File: config.mk
export PLATFORM = sky130hd
export DESIGN_NAME = deserializer
export DESIGN_NICKNAME = d
export VERILOG_FILES = /design/src/rtl/deserializer.sv
export SDC_FILE = /design/constraint.sdc
export NUM_CORES = 1
export LEC_CHECK = 0
export ABC_CLOCK_PERIOD_IN_PS = 1900
export CORE_MARGIN = 1
export CORE_UTILIZATION = 45
export DETAILED_ROUTE_END_ITERATION = 7
export GPL_TIMING_DRIVEN = 0
export PLACE_DENSITY = 0.82
export REMOVE_ABC_BUFFERS = 1
export SYNTH_ARGS = -nofsm -noshare
export SYNTH_HDL_FRONTEND = slang
export SYNTH_SLANG_ARGS = --single-unit
File: constraint.sdc
create_clock -name clk_i -period 1.9 [get_ports clk_i]
set_input_delay 0.19 -clock clk_i [delete_from_list [all_inputs] [get_ports clk_i]]
set_output_delay 0.19 -clock clk_i [all_outputs]
set_load 0.1 [all_outputs]
File: src/rtl/deserializer.sv
// MSB-first serial-to-parallel receiver: the loopback partner of the serializer.
// Optional partial-word flush after an idle gap is enabled by DESERIALIZER_GAP_FLUSH_EN.
module deserializer #(
  parameter int DATA_W     = 16,
  parameter int MOD_W      = $clog2(DATA_W),
  parameter int GAP_CYCLES = 4
) (
  input  logic              clk_i,
  input  logic              srst_i,
  input  logic              ser_data_i,
  input  logic              ser_data_val_i,
  output logic [DATA_W-1:0] deser_data_o,
  output logic [MOD_W-1:0]  deser_data_mod_o,
  output logic              deser_data_val_o,
  output logic              busy_o
);

  logic [DATA_W-1:0] acc_q, acc_d;
  logic [MOD_W-1:0]  cnt_q, cnt_d;
  logic [DATA_W-1:0] data_q, data_d;
  logic [MOD_W-1:0]  mod_q, mod_d;
  logic              val_q, val_d;
  logic              busy_q, busy_d;
  logic [DATA_W-1:0] bit_vec;
  logic [DATA_W-1:0] acc_with_bit;

`ifdef DESERIALIZER_GAP_FLUSH_EN
  logic [7:0] idle_q, idle_d;
`endif

  // Incoming bit lands at position DATA_W-1-cnt; acc is zero below the fill point.
  assign bit_vec      = {ser_data_i, {(DATA_W-1){1'b0}}} >> cnt_q;
  assign acc_with_bit = acc_q | bit_vec;

  always_comb begin
    acc_d  = acc_q;
    cnt_d  = cnt_q;
    data_d = data_q;
    mod_d  = mod_q;
    val_d  = 1'b0;
`ifdef DESERIALIZER_GAP_FLUSH_EN
    idle_d = idle_q;
`endif
    if (ser_data_val_i) begin
`ifdef DESERIALIZER_GAP_FLUSH_EN
      idle_d = 8'd0;
`endif
      if (cnt_q == MOD_W'(DATA_W-1)) begin
        data_d = acc_with_bit;
        mod_d  = '0;
        val_d  = 1'b1;
        acc_d  = '0;
        cnt_d  = '0;
      end else begin
        acc_d = acc_with_bit;
        cnt_d = cnt_q + MOD_W'(1);
      end
    end
`ifdef DESERIALIZER_GAP_FLUSH_EN
    else if (cnt_q != '0) begin
      if (idle_q == 8'(GAP_CYCLES-1)) begin
        // 1- and 2-bit fragments are never produced by the serializer: drop them.
        if (cnt_q >= MOD_W'(3)) begin
          data_d = acc_q;
          mod_d  = cnt_q;
          val_d  = 1'b1;
        end
        acc_d  = '0;
        cnt_d  = '0;
        idle_d = 8'd0;
      end else begin
        idle_d = idle_q + 8'd1;
      end
    end
`endif
    busy_d = (cnt_d != '0);
  end

  always_ff @(posedge clk_i) begin
    if (srst_i) begin
      acc_q  <= '0;
      cnt_q  <= '0;
      data_q <= '0;
      mod_q  <= '0;
      val_q  <= 1'b0;
      busy_q <= 1'b0;
`ifdef DESERIALIZER_GAP_FLUSH_EN
      idle_q <= 8'd0;
`endif
    end else begin
      acc_q  <= acc_d;
      cnt_q  <= cnt_d;
      data_q <= data_d;
      mod_q  <= mod_d;
      val_q  <= val_d;
      busy_q <= busy_d;
`ifdef DESERIALIZER_GAP_FLUSH_EN
      idle_q <= idle_d;
`endif
    end
  end

  assign deser_data_o     = data_q;
  assign deser_data_mod_o = mod_q;
  assign deser_data_val_o = val_q;
  assign busy_o           = busy_q;

endmodule

==> summary by stage <==
Synth
The mean post-synth cell area is 9.32 um^2. For this run, the leading register cell type out of synthesis is sky130_fd_sc_hd__dfxtp_1. The number of warnings reported in the yosys synthesis log is 0. The netlist uses 29 different library cells. In the synthesized netlist, the number of instances is 151. The async set-reset flop share out of synthesis is 0%. The number of flops mapped to enable cells by yosys is 0. After synthesis the netlist holds a flip-flop and latch count of 38. The total standard cell area after synthesis is 1410 um^2.

The sequential cell area fraction in the yosys report is 54.0%.

Place
At the end of routability-driven placement, the weighted congestion stood at about 0.8. The detailed placement HPWL is ~1.8 mm. The pre-CTS setup slack is -80.6 ps. The number of port buffers is 21.

Critical path
The minimum setup slack among reg-to-reg paths is 220 ps. The worst-path cell with the longest stage delay is sky130_fd_sc_hd__dlygate4sd2_1. Counting cells, the worst reg-to-reg path comes to 5. The top cell family by delay on the critical path is buffers and inverters.

The signal on the critical path passes through dlygate4sd2_1. The stage delay of the slowest cell on the critical path is around 860 ps. The startpoint of the worst register-to-register path is cnt_q[2].

The critical path is of the reg -> out type. The reg-to-reg endpoint is deser_data_o[12]. The worst setup path is launched from a flop. The data arrival time of the critical path is 1540 ps. The worst setup path is captured at an output port.

In this run the number of cells on the critical path is 1. The capture point of the worst path is deser_data_o[13]. The launching element of the worst setup path is deser_data_o[13]. Along the worst path, the maximum fanout reaches 2. The number of buffers and inverters on the critical path is 1.

For the worst setup path, the data required time is between 1500 and 2000 ps.

Floorplan
The initial utilization of the core area, before any placement, comes to 49.3%. The die covers 3360 um^2. From left edge to right edge, the die measures 57.9 um. The top-level port count is 26. In this run the vertical extent of the chip is 57.9 um. The placeable core region is approximately 2900 um^2. The initialized floorplan defines 19 standard-cell rows.

Route
The total wire length after detailed routing is 2.58 mm. Before antenna repair, the detailed router went through 8 iterations. The residual antenna-violating net count after detailed routing is 0. The via count of the routed design is ~1100. The via density per instance is between 5 and 6. After detailed routing, the average wire length per cell comes to 13.0 um. The number of violations reported at the end of detailed-routing iteration 0 is 42. For this run, design rule violations remaining after detail routing come to 1.

Clock tree
The quantity of gates resized following cts is 18. Clock tree synthesis selected as its root buffer the cell sky130_fd_sc_hd__clkbuf_4. The clock sink count is 38.

The total clock buffers created by CTS is 5. The maximum count of clock buffers along a single path is 2. The count of buffers added by post-CTS timing repair for setup is 0. TritonCTS built the clock tree. After clock tree synthesis, the clock-pin slew on the worst setup and hold paths is about 100 ps. The clock tree synthesis step divided the H-tree into 2 levels. Buffers inserted to repair hold after CTS numbered 0. For the worst-skew pair, the clock arrives at the later sink with an insertion delay of 330 ps.

STA
Setup total negative slack on the finished layout was measured at 0 ps. At the pin with the least slew margin, the transition time is between 900 and 1000 ps. Based on the critical path, the design can be clocked at up to 577 MHz. For the finished layout, the period the worst path requires is 1730 ps. Setup violations remaining at the end of the flow were counted as 0.

Setup repair after global routing left no endpoint under its margin. Dividing the final minimum period by the clock period gives 91.2%. Between clock sinks in the finished design, the worst skew comes to 8.79 ps.

The final max-slew violation count is 0. The relative max-transition margin is 36.4%. The final-report hold violation count was 0. After layout, the worst setup slack is 167 ps.

Pwr
Summed over all cells, the static leakage comes to approximately 0.69 nW. Across the VDD grid, the largest voltage drop is 0.463 mV. The power density normalized to cell area is 842 nW/um^2. After layout, the design draws a total of ~1.3 mW.

Global route
The pin count of the biggest net entering global routing is 17. The number of antenna violations at the first check in global routing is 0. The global-route wire length before repair is approximately 4.4 mm. The via count of the first global-routing pass is 1011. Global routing used 17.5% of the available tracks across all layers. Summed over all layers, the global routing overflow is 0.

Hold path
The path type of the worst min-delay path is reg -> reg.

Finish
The layout cell share with drive strength beyond 1 is 5.39%. The number of antenna diodes is 0. Relative to the synthesized area, the layout overhead comes to 13.5%. The net count of the finished layout is 173.

Status
The flow ran to the end, but the final reports show violations. The checks that failed: design-rule violations.

Run
Across the run, the number of max-cap violations was 0.
## layout make-up
type	instances	area, um^2
multi-input cells	101	551
well taps	31	38.8
clock buffers	6	51.3
flip-flops and latches	38	761
inverters	1	8.76
repair buffers	21	188
fillers	271	1250
## state kept, by name (all words and copies together) (netlist names)
| name | flops |
|---|---|
| cnt_q | 4 |
| deser_data_o | 16 |
| acc_q | 16 |
| deser_data_val_o | 1 |
| busy_o | 1 |
## placed cells by master (no fill, tap or decap)
cell type,synthesis,final
sky130_fd_sc_hd__a211oi_1,2,2
sky130_fd_sc_hd__nor3b_1,2,2
sky130_fd_sc_hd__dlygate4sd2_1,0,18
sky130_fd_sc_hd__xnor2_1,1,1
sky130_fd_sc_hd__nand2b_1,1,1
sky130_fd_sc_hd__or2_1,1,1
sky130_fd_sc_hd__and3_4,1,1
sky130_fd_sc_hd__nand2_1,13,13
sky130_fd_sc_hd__xor2_1,2,2
sky130_fd_sc_hd__clkdlybuf4s50_1,0,3
sky130_fd_sc_hd__nor3_1,1,1
sky130_fd_sc_hd__clkbuf_8,0,1
sky130_fd_sc_hd__nor2_1,21,21
sky130_fd_sc_hd__and3_1,1,1
sky130_fd_sc_hd__a21oi_2,1,1
sky130_fd_sc_hd__clkinv_4,1,1
sky130_fd_sc_hd__o21ai_1,9,9
sky130_fd_sc_hd__ha_1,1,1
sky130_fd_sc_hd__and3b_1,2,2
sky130_fd_sc_hd__clkbuf_4,0,5
sky130_fd_sc_hd__mux2i_1,1,1
sky130_fd_sc_hd__conb_1,1,4
sky130_fd_sc_hd__a21oi_1,22,22
sky130_fd_sc_hd__nor2b_1,1,1
sky130_fd_sc_hd__a22o_1,8,8
sky130_fd_sc_hd__nand3_1,1,1
sky130_fd_sc_hd__dfxtp_1,38,38
sky130_fd_sc_hd__or3_1,1,1
sky130_fd_sc_hd__a31oi_1,4,4
## per-layer routing
metal	routed length, um	share of wire [%]	GRT usage, %	vias up
li1	-	-	-	541
met1	1100	43	21.2	490
met2	1310	51	29.6	32
met3	108	4.2	4.02	7
met4	58	2.2	8.16	0
met5	0	0	0	-
## cell usage after synthesis, types with 3 or more instances
library cell,n,area [um^2]
sky130_fd_sc_hd__dfxtp_1,38,761
sky130_fd_sc_hd__a21oi_1,22,110
sky130_fd_sc_hd__nor2_1,21,78.8
sky130_fd_sc_hd__nand2_1,13,48.8
sky130_fd_sc_hd__o21ai_1,9,45.0
sky130_fd_sc_hd__a22o_1,8,70.1
sky130_fd_sc_hd__buf_4,5,37.5
sky130_fd_sc_hd__a31oi_1,4,25.0
sky130_fd_sc_hd__buf_2,4,20.0
sky130_fd_sc_hd__buf_6,3,33.8
## per-stage QoR
step	instances	hold slack, ps	instance area [um^2]	util [%]
after floorplan	140	262	1320	-
after global placement	192	436	1570	55.0
after detailed placement	192	440	1570	55.0
after CTS	198	451	1600	56.0
after global routing	198	472	1600	56.0
final	198	445	1600	56.0
## cell families (layout without fill, tap and decap cells)
logic type               after synthesis  after routing  synth area share, %
AO/OA/AOI/OAI                         46             46                 19.5
AND/OR/NAND/NOR                       46             46                 15.1
flip-flops                            38             38                 54.0
buffers and inverters                 15             28                 7.64
XOR/XNOR                               3              3                 1.87
adder cells (fa/ha/maj)                1              1                0.889
other                                  1              4                0.266
multiplexers                           1              1                0.711
## power by group
part	switching (mW)	total [mW]	internal [mW]
registers	0.0128	0.820	0.808
logic	0.100	0.128	0.0277
clock network	0.231	0.398	0.167
## worst min-delay path by stage
| stage | startpoint | endpoint | slack [ps] | depth (start not counted) |
|---|---|---|---|---|
| 2_1_floorplan | srst_i | cnt_q[1] | 260 | 1 |
| 3_3_place_gp | deser_data_o[3] | deser_data_o[3] | 440 | 2 |
| 3_5_place_dp | deser_data_o[2] | deser_data_o[2] | 440 | 2 |
| 4_1_cts | deser_data_o[2] | deser_data_o[2] | 450 | 2 |
| 5_1_grt | deser_data_o[6] | deser_data_o[6] | 470 | 2 |
| 6_report | deser_data_o[7] | deser_data_o[7] | 450 | 2 |
No activity file was read; power rests on OpenSTA's default activity.
